## src/rtl/hello_scroll_ctrl_if.sv

```systemverilog
// Pattern/control bundle between a pattern driver and hello_scroll_ctrl.
// Latency: none (wires only).
// Backpressure: none; the scroller consumes every input each cycle.
//
// Signals:
//   run        1 = auto-scroll on prescaler terminal count, 0 = prescaler frozen
//   dir        0 = rotate toward HEX7, 1 = rotate toward HEX0
//   step       synchronised level; rising edge = one manual step while run=0
//   load       1 = replace the pattern with load_codes this cycle
//   load_codes new pattern, [23:21] = HEX7 ... [2:0] = HEX0
//   codes      current pattern, registered, same packing as load_codes
//   tick       one-cycle pulse on the first cycle a shifted pattern is visible
interface hello_scroll_ctrl_if;
    logic        run;
    logic        dir;
    logic        step;
    logic        load;
    logic [23:0] load_codes;
    logic [23:0] codes;
    logic        tick;

    modport master (
        output run,
        output dir,
        output step,
        output load,
        output load_codes,
        input  codes,
        input  tick
    );

    modport slave (
        input  run,
        input  dir,
        input  step,
        input  load,
        input  load_codes,
        output codes,
        output tick
    );
endinterface

```

## src/rtl/hello_scroll_ctrl.sv

```systemverilog
// Rotating 8-digit character-code register for the HEX7..HEX0 bank ("HELLO   ").
// Latency: auto shift TICK_DIV cycles after run rises from count 0; manual shift on the step-edge clock.
// Backpressure: none; load wins over any step, step edges while running are dropped.
//
// Ports:
//   i_clk      system clock, rising edge
//   i_rst_n    asynchronous active-low reset
//   io_scroll  slave side of hello_scroll_ctrl_if (run/dir/step/load/load_codes in,
//              codes/tick out)
// Code map per 3-bit digit: 000 H, 001 E, 010 L, 011 O, 100..111 blank.
module hello_scroll_ctrl #(
    parameter int TICK_DIV = 50000000,  // clock cycles per scroll step, >= 2
    parameter int CNT_W    = 26         // prescaler width, 2**CNT_W >= TICK_DIV
) (
    input  logic                 i_clk,
    input  logic                 i_rst_n,
    hello_scroll_ctrl_if.slave   io_scroll
);

    // Power-up pattern, HEX7..HEX0 = H E L L O _ _ _
    localparam logic [23:0] LP_RESET_CODES = {3'b000, 3'b001, 3'b010, 3'b010,
                                              3'b011, 3'b100, 3'b100, 3'b100};
    localparam logic [CNT_W-1:0] LP_TERM = CNT_W'(TICK_DIV - 1);

    logic [CNT_W-1:0] r_cnt;
    logic             r_step_q;
    logic [23:0]      r_codes;
    logic             r_tick;

    logic             w_auto_ev;
    logic             w_man_ev;
    logic             w_shift;
    logic [CNT_W-1:0] w_cnt_nxt;
    logic [23:0]      w_rot;
    logic [23:0]      w_codes_nxt;
    logic             w_tick_nxt;

    // Terminal count only counts as an event while running; a frozen prescaler
    // parked at TICK_DIV-1 must not keep firing.
    assign w_auto_ev = io_scroll.run && (r_cnt == LP_TERM);

    // Manual edge detector is gated by run so edges during auto-scroll are
    // discarded rather than remembered for later.
    assign w_man_ev  = io_scroll.step && !r_step_q && !io_scroll.run;

    // run and ~run make the two events mutually exclusive; OR is enough.
    assign w_shift   = (w_auto_ev || w_man_ev) && !io_scroll.load;

    // Dir is sampled at the shifting edge itself.
    assign w_rot = io_scroll.dir ? {r_codes[2:0],  r_codes[23:3]}
                                 : {r_codes[20:0], r_codes[23:21]};

    always_comb begin
        w_cnt_nxt   = r_cnt;
        w_codes_nxt = r_codes;
        w_tick_nxt  = 1'b0;
        if (io_scroll.load) begin
            // Load restarts the step period and swallows any coincident step.
            w_cnt_nxt   = '0;
            w_codes_nxt = io_scroll.load_codes;
        end else begin
            if (io_scroll.run) begin
                w_cnt_nxt = (r_cnt == LP_TERM) ? '0 : r_cnt + CNT_W'(1);
            end
            if (w_shift) begin
                w_codes_nxt = w_rot;
                w_tick_nxt  = 1'b1;
            end
        end
    end

    always_ff @(posedge i_clk or negedge i_rst_n) begin
        if (!i_rst_n) begin
            r_cnt    <= '0;
            r_step_q <= 1'b0;
            r_codes  <= LP_RESET_CODES;
            r_tick   <= 1'b0;
        end else begin
            r_cnt    <= w_cnt_nxt;
            r_step_q <= io_scroll.step;  // tracks step unconditionally, even under load
            r_codes  <= w_codes_nxt;
            r_tick   <= w_tick_nxt;
        end
    end

    assign io_scroll.codes = r_codes;
    assign io_scroll.tick  = r_tick;

endmodule

```

## src/flat_wrapper.sv

```systemverilog
// flat-port wrapper written by rule: the top's interface ports become plain ports
module hello_scroll_ctrl_flat 
#(
    parameter int TICK_DIV = 50000000,                                       
    parameter int CNT_W    = 26                                                 
)
  (i_clk, i_rst_n, io_scroll_run, io_scroll_dir, io_scroll_step, io_scroll_load, io_scroll_load_codes, io_scroll_codes, io_scroll_tick);
  hello_scroll_ctrl_if io_scroll_i ();
  input  logic i_clk;
  input  logic i_rst_n;
  input wire logic [$bits(io_scroll_i.run)-1:0] io_scroll_run;
  input wire logic [$bits(io_scroll_i.dir)-1:0] io_scroll_dir;
  input wire logic [$bits(io_scroll_i.step)-1:0] io_scroll_step;
  input wire logic [$bits(io_scroll_i.load)-1:0] io_scroll_load;
  input wire logic [$bits(io_scroll_i.load_codes)-1:0] io_scroll_load_codes;
  output wire logic [$bits(io_scroll_i.codes)-1:0] io_scroll_codes;
  output wire logic [$bits(io_scroll_i.tick)-1:0] io_scroll_tick;
  assign io_scroll_i.run = io_scroll_run;
  assign io_scroll_i.dir = io_scroll_dir;
  assign io_scroll_i.step = io_scroll_step;
  assign io_scroll_i.load = io_scroll_load;
  assign io_scroll_i.load_codes = io_scroll_load_codes;
  assign io_scroll_codes = io_scroll_i.codes;
  assign io_scroll_tick = io_scroll_i.tick;
  hello_scroll_ctrl #(.TICK_DIV(TICK_DIV), .CNT_W(CNT_W)) u_core (.i_clk(i_clk), .i_rst_n(i_rst_n), .io_scroll(io_scroll_i));
endmodule
```

## config.mk

```make
export PLATFORM = sky130hd
export DESIGN_NAME = hello_scroll_ctrl_flat
export DESIGN_NICKNAME = d
export VERILOG_FILES = /design/src/rtl/hello_scroll_ctrl_if.sv /design/src/rtl/hello_scroll_ctrl.sv /design/src/flat_wrapper.sv
export SDC_FILE = /design/constraint.sdc
export NUM_CORES = 1
export LEC_CHECK = 0
export CORE_MARGIN = 2
export CORE_UTILIZATION = 30
export CTS_BUF_LIST = sky130_fd_sc_hd__clkbuf_4
export DETAILED_ROUTE_END_ITERATION = 10
export PLACE_DENSITY = 0.57
export SLEW_MARGIN = 30
export SYNTH_ARGS = -nofsm -noshare
export SYNTH_HDL_FRONTEND = slang
export SYNTH_SLANG_ARGS = --single-unit
```

## constraint.sdc

```tcl
create_clock -name i_clk -period 5.54 [get_ports i_clk]
set_input_delay 0.831 -clock i_clk [delete_from_list [all_inputs] [get_ports i_clk]]
set_output_delay 0.831 -clock i_clk [all_outputs]
set_load 0.005 [all_outputs]
```

==> results of run 1 <==
-- cells in the mapped netlist (all sizes together) --
cell type	instances	area (sq um)
nor4b	2	17.5
nand3b	2	15.0
and2	3	21.3
nand4b	1	8.76
a22oi	2	15.0
a21oi	17	85.1
o21ai	37	185
nand4	10	62.6
clkbuf	19	71.3
nor2	14	52.6
dfstp	8	210
a21o	1	7.51
nand2	47	176
nor3	6	30.0
or3	7	43.8
a31oi	4	25.0
or4	2	15.0
a32oi	4	35.0
mux2i	25	250
a211oi	2	27.5
mux2	24	270
o221ai	1	8.76
and4	5	46.3
a41o	1	10.0
dfrtp	44	1100
o32ai	1	8.76
a311oi	2	17.5
nor2b	4	25.0
and3	4	25.0
inv	3	11.3
buf	5	48.8
nand3	15	75.1
o2bb2ai	1	8.76
and3b	1	8.76
xor2	3	26.3
a32o	2	20.0
nor4	5	43.8
nand2b	3	18.8
nor3b	1	7.51
a22o	1	8.76
ha	1	12.5
-- where the power goes --
group | switching (W) | total [W] | internal, W
Sequential | 0.0000381 | 0.000460 | 0.000422
Clock | 0.000129 | 0.000271 | 0.000142
Combinational | 0.0000745 | 0.000200 | 0.000126
Total | 0.000241 | 0.000931 | 0.000690
-- routing by layer --
layer  wire length (microns)  track usage, %
met5                       0               0
met4                      76            3.80
met3                     445            2.49
met2                    3650            23.1
met1                    3780            19.3
-- layout by cell type, fill, tap and decap left out, types with 2 or more instances in the layout --
master            n
a21oi_1          17
a22oi_1           2
a311oi_1          2
a31oi_1           4
a32o_1            2
a32oi_1           4
and2_1            2
and3_1            4
and4_1            4
buf_2             2
buf_4             4
buf_6             2
bufinv_16         2
clkbuf_4          5
clkdlybuf4s50_1  52
dfrtp_1          44
dfstp_2           8
inv_1             3
mux2_1            2
mux2_2           22
mux2i_1          25
nand2_1          47
nand2b_1          3
nand3_1          15
nand3b_1          2
nand4_1          10
nor2_1           14
nor2b_1           4
nor3_1            6
nor4_1            3
nor4_2            2
nor4b_1           2
o21ai_0          37
or3_1             7
or4_1             2
xor2_1            3
-- path summary, 6_finish.rpt --
kind | from | endpoint | slack, ns | cells after the start
min in group i_clk | u_core.r_cnt[22] | u_core.r_cnt[22] | 0.57 | 1
setup / recovery | io_scroll_run | u_core.io_scroll.codes[17] | 2.74 | 6
hold / removal | i_rst_n | u_core.io_scroll.codes[1] | 0.53 | 2
setup reg to reg | u_core.r_cnt[0] | u_core.io_scroll.codes[17] | 2.79 | 8
hold reg to reg | u_core.r_cnt[22] | u_core.r_cnt[22] | 0.57 | 1
max in group asynchronous | i_rst_n | u_core.io_scroll.codes[23] | 4.52 | 2
-- cells by family (layout without fill, tap and decap cells) --
logic type | after synthesis | in the layout | share of synthesized area, %
buf+inv | 27 | 71 | 4.16
mux | 49 | 49 | 16.5
xor+xnor | 3 | 3 | 0.832
fa+ha+maj | 1 | 1 | 0.396
flops | 52 | 52 | 41.5
simple gates | 132 | 132 | 21.9
compound gates | 76 | 76 | 14.7
-- critical path: stages --
cell	delay [ns]
clkdlybuf4s50_1	0.97
nor3b_1	0.20
a211oi_4	0.33
buf_6	0.21
buf_6	0.18
mux2_2	0.34
-- layout make-up --
class | count | area, sq um
Clock inverter | 3 | 68.8
Inverter | 3 | 11.3
Sequential cell | 52 | 1310
Timing Repair Buffer | 60 | 583
Tap cell | 136 | 170
Fill cell | 1043 | 6380
Clock buffer | 5 | 37.5
Multi-Input combinational cell | 261 | 1720
-- flip-flops by register name, summed over array words and instances, names as in the netlist --
signal	cells
u_core.r_cnt	26
u_core.r_step_q	1
u_core.io_scroll.tick	1
u_core.io_scroll.codes	24
-- metrics by stage --
stage                     total power (W)  utilization (%)  cells  hold WS [ns]  area [sq um]
after floorplan                  0.000550                -    340         0.468          3160
after global placement           0.000665             36.7    510         0.539          3770
after detailed placement         0.000670             36.9    512         0.543          3790
after CTS                        0.000946             37.9    520         0.567          3900
after global routing             0.000985             37.9    520         0.589          3900
final                            0.000931             37.9    520         0.527          3900
==> metrics list, run 1 <==
- The flow ran to the end, and the final reports show no timing, DRC or antenna violations.
- The die is 107 microns tall.
- At the pin with the least slew margin, the transition time is 0.905 ns.
- Core outline area: 10300 sq um
- The number of antenna violations at the first check in global routing was 0.
* Postcts setup bufs: 0
* Cts-stage hold buffer count: 0
- Minimum clock period after layout: 2.80 ns
- Leakage power summed over all cells: 1.51 nW
- Counting every net in the synthesized netlist gives 371.
- Clock tree synthesis found a total of 52 sinks.
- Power density relative to cell area: 239 nW/um^2
* Wire length of the first global-routing pass: 13200 microns
* Syn avg cell area: 9.29 sq um
- Routability-driven placement finished with a final weighted congestion of 0.829.
* WP data required: 5.80 ns
* Bufs on Longest Clock Path: 2
* Root buffer cell: clkbuf_4
- Unrepaired setup endpoints after global routing: no
- For this configuration, the core starts out at a cell density of 30.7%.
- Max Cap Viol: 0
- I/O pin cnt: 55
* Total half-perimeter wirelength after legalization and detailed placement: 5340 microns
* Die Outline Area: 11400 sq um
- Post-placement worst setup slack: 2.33 ns
- Post-layout worst setup margin: 2.74 ns
- Setup violations remaining at the end of the flow were counted as 0.
- Synth cell types: 47
* Cell area after technology mapping: 3160 sq um
- Residual DRC count: 0
* Register clock-pin slew on the reported worst setup and hold paths: 0.16 ns
- The net count of the finished layout is 414.
- Die W: 107 microns
- Buffers added on ports: 54
- Derived from the worst setup path, the maximum achievable clock frequency is 357 MHz.
- Entering global routing, the biggest net connects 83 pins.
- Skew final: 0.0202 ns
- Data arrives at the worst endpoint at 3.06 ns.
* Mean routed wirelength per cell: 15.3 microns
* Worst Hold Class: in -> async
* Sequential cell area fraction in the yosys report: 41.5%
* Number of gates resized after CTS: 0
- Launching element type of the critical path: primary input
* N_diodes: 0
* Latest clock arrival within the worst-skew pair: 0.38 ns
- Warning count from the yosys run: 0
* Number of design-rule violations left by the first detailed-router iteration: 178
* Total Routing Usage GR: 14.1%
* Via total after detailed routing: 2722
- Synthesis-stage register bit count: 52
- DR vias/cell: 5.23
* Largest fanout of any net on the critical path: 21
* Total length of routed wires: 7960 microns
- Once detail routing completed, the nets flagged for antenna violations numbered 0.
- H-tree levels: 2
* Remaining Overflow, GRT: 0
- The worst setup path is of the in -> reg kind.
* Fin Setup TNS: 0 ns
- The floorplan has 37 rows.
- The area growth from synthesis to layout is 23.4%.
* Gate count after technology mapping: 340
* Count of final hold-check violations: 0
* Share of the cycle needed by the critical path after routing: 50.5%
- Cells with a size suffix above 1 make up 13.3% of the layout.
- In this run, CTS created clock tree buffers numbering 5.
- The final count of pins violating max slew was 0.
* CTS tree: done
- Number of global-route vias before repair: 2669
- Headroom to the max-slew limit: 39.2%
* IR Drop Worst-Case VDD: 0.129 mV
- The first detailed-routing pass took 4 iterations.
- STA classifies the critical path endpoint as a flip-flop.
No activity file was read; power rests on OpenSTA's default activity.
==> run 2, diff against run 1 <==
Clock period 5.54 ns to 2.65 ns, I/O delays scaled along.
==> run 2 against run 1 <==
Via count grew 2.4%. Clock power up 42%. Non-clock buffer count grew 5. Global-route usage up 0.33 points. Cell area rose by 0.26%. Count of clock-buffer cells in the layout is 1 higher. Worst hold slack lost 0.42 ns. Die area is the same. Critical endpoint is now u_core.io_scroll.codes[23]. Largest power group unchanged.
==> metrics list, run 2 (same netlist as run 1, synthesis figures left out) <==
- The run finished with clean final reports.
- Share of the cycle needed by the critical path after routing: 85.2%
* Die Outline Area: 11400 sq um (unchanged)
* Source of the worst register-to-register timing path: u_core.r_cnt[0]
- Post-layout instance count excluding filler cells: 525 (+0.96%)
- The number of hold-slack violations in the final timing report came to 0 (unchanged).
- Minimum clock period after layout: 2.26 ns
- Internal Pwr Total: 0.00127 W (+83%)
- Core outline area: 10300 sq um (unchanged)
- The total overflow reported by the global router came to 0 (unchanged).
- The leakage power summed over all cells was 1.52 nW (+0.52%).
* Switching component of the power: 0.000503 W (+110%)
- Cts-stage hold buffer count: 0 (unchanged)
- Latest clock arrival within the worst-skew pair: 0.38 ns (about the same)
- The power per unit of standard cell area was 453 nW/um^2 (+89%).
- Postcts setup bufs: 0 (unchanged)
* Die W: 107 microns (unchanged)
- Initial antenna violation count: 0 (unchanged)
- Post-placement worst setup slack: 0.398 ns (-1.93 ns)
- In this run the worst setup path terminates at u_core.io_scroll.codes[23].
- Final std cell area, no fill: 3910 sq um (+0.26%)
- Buffers added on ports: 54 (unchanged)
- The area taken by flip-flops and latches is 1310 sq um (unchanged).
* Headroom to the max-slew limit: 56.2% (+17 points)
- The most critical setup path has its startpoint at u_core.r_cnt[0].
- The number of sinks driven by the clock tree was 52 (unchanged).
* DR vias/cell: 5.31 (+1.4%)
- Number of endpoints failing setup at the final stage: 0 (unchanged)
* Top register by number of flip-flops: u_core.r_cnt
* Global route hottest layer: met2
- The multi-input combinational cell area came to 1720 sq um (unchanged).
- The clock-pin slew reported for the worst setup and hold paths after clock tree synthesis came to 0.16 ns (about the same).
* N_diodes: 0 (unchanged)
* Largest fanout of any net on the critical path: 24 (+14%)
- Post-layout worst setup margin: 0.392 ns (-2.35 ns)
- Met3 Use GR: 2.74% (+0.24 points)
- The H-tree depth reported by CTS was 2 (unchanged).
* Clock network power share: 21.8% (-7.3 points)
- The worst hold path belongs to the class in -> async.
- Residual DRC count: 0 (unchanged)
* Num CTS Buffers: 5 (unchanged)
* Met1 track demand over resource: 19.4% (+0.13 points)
- The data arrival at the endpoint of the critical path was 2.52 ns (-0.54 ns).
* Hold_ws: 0.107 ns (-0.419 ns)
- The largest clock skew in the final design was 0.0230 ns (+0.00282 ns).
- Setup repair after global routing left no endpoint under its margin.
* Initial core utilization: 30.7% (unchanged)
- The net total in the final layout was 419 (+1.2%).
* Worst r2r dst: u_core.io_scroll.codes[23]
- The fraction of final layout cells sized beyond drive strength 1 came to 14.4% (+1.1 points).
- The worst-case register-to-register setup slack is 0.39 ns (-2.40 ns).
- The number of global-route vias before repair came to 2681 (+0.45%).
- CTS placed an instance of clkbuf_4 at the clock tree root.
- Most common library cell in the layout ignoring fill and taps: clkdlybuf4s50_1
- The total routing usage reported by global routing is 14.4% (+0.33 points).
* Relative contribution of sequential cells to total power: 54.3% (+4.9 points)
* Element type at the critical path end: flip-flop
- I/O pin cnt: 55 (unchanged)
- The total negative setup slack is 0 ns (unchanged).
- The worst setup path is of the reg -> reg kind.
- Antenna viol nets, final: 0 (unchanged)
* Met2 Track Usage GR: 23.3% (+0.23 points)
- Bufs on Longest Clock Path: 2 (unchanged)
- Number of cells after detailed placement: 517 (+0.98%)
* Total length of routed wires: 8120 microns (+2.1%)
- Total half-perimeter wirelength after legalization and detailed placement: 5490 microns (+2.8%)
* Launching element type of the critical path: flip-flop
- Mean routed wirelength per cell: 15.5 microns (+1.1%)
- Router iterations before antenna repair: 4 (unchanged)
- The largest net degree at the start of global routing was 82 (-1.2%).
- The vertical extent of the die came to 107 microns (unchanged).
- Fmax: 443 MHz
- The flip-flop count of the largest register, all copies and words added came to 26 (unchanged).
- The post-place instance area is 3850 sq um (+1.5%).
- The final count of pins violating max slew came to 0 (unchanged).
* Row Count: 37 (unchanged)
* Number of gates resized after CTS: 0 (unchanged)
- The global-route wire length before repair is 13400 microns (+1.7%).
- Switching Fraction: 28.5% (+2.6 points)
- The relative contribution of combinational cells to total power came to 23.8% (+2.3 points).
- IR Drop Worst-Case VDD: 0.164 mV (+28%)
- TritonCTS built the clock tree.
* Area Growth Syn to Fin: 23.7%
* Placer's final routability congestion estimate: 0.876 (+5.7%)
* Number of design-rule violations left by the first detailed-router iteration: 176 (-1.1%)
* Depth of the worst register-to-register path: 7 (-1)
* Commonest cells after routing, fill and taps aside: clkdlybuf4s50_1 (52), nand2_1 (47), dfrtp_1 (44), o21ai_0 (37), mux2i_1 (25)
- The count of max-cap constraint violations came to 0 (unchanged).
- Worst slew pin tran: 0.657 ns (-0.248 ns)
- The number of vias after detailed routing came to 2786 (+2.4%).
* Filler cell count: 1023 (-1.9%)
* WP data required: 2.91 ns (-2.89 ns)
run 2: changes by cell type in the layout (fill, tap and decap cells not counted):
cell,change
clkbuf_4,+1
clkinv_4,+1
buf_12,+2
buf_6,-2
clkinvlp_4,+1
inv_6,-1
buf_4,+5
bufinv_16,-2
run 2: power by group through the flow:
stage | Sequential (W) | Clock, W | Combinational, W
after floorplan | 0.000963 | 0 | 0.000187
final | 0.000962 | 0.000386 | 0.000422
after detailed placement | 0.000978 | 0 | 0.000428
after CTS | 0.000963 | 0.000408 | 0.000429
after global placement | 0.000976 | 0 | 0.000421
after global routing | 0.000975 | 0.000436 | 0.000464
run 2: critical path, stage by stage (launching register included):
cell      delay, ns
dfrtp_1        0.45
ha_1           0.27
and3b_1        0.22
and4_1         0.19
and2_4         0.20
a211oi_4       0.27
buf_12         0.21
mux2_2         0.34
run 2: worst min-delay path by stage:
| stage | cells past startpoint | end | slack [ns] |
|---|---|---|---|
| after floorplan | 0 | u_core.io_scroll.codes[0] | 0.10 |
| after global placement | 1 | u_core.r_cnt[22] | 0.52 |
| after detailed placement | 1 | u_core.r_cnt[22] | 0.53 |
| after CTS | 2 | u_core.io_scroll.codes[21] | 0.13 |
| after global routing | 2 | u_core.io_scroll.codes[22] | 0.14 |
| final | 2 | u_core.io_scroll.codes[22] | 0.11 |
run 2: layer usage:
metal / vias to the layer above / part of all wire [%]
met5: - / 0
met2: 74 / 47
met3: 8 / 4.8
met1: 1356 / 47
li1: 1348 / -
met4: 0 / 1.3
run 2: per-stage QoR:
step | utilization, % | power, W
after floorplan | - | 0.00115
after global placement | 37.4 | 0.00140
after detailed placement | 37.4 | 0.00141
after CTS | 38.0 | 0.00180
after global routing | 38.0 | 0.00188
final | 38.0 | 0.00177
run 2: final cells by class:
| cell class | count | area share [%] |
|---|---|---|
| clock buffers | 6 | 1.15 |
| clock inverters | 2 | 0.416 |
| inverters | 3 | 0.288 |
| multi-input cells | 261 | 43.9 |
| flip-flops and latches | 52 | 33.6 |
| well taps | 136 | 4.35 |
| repair buffers | 65 | 16.3 |
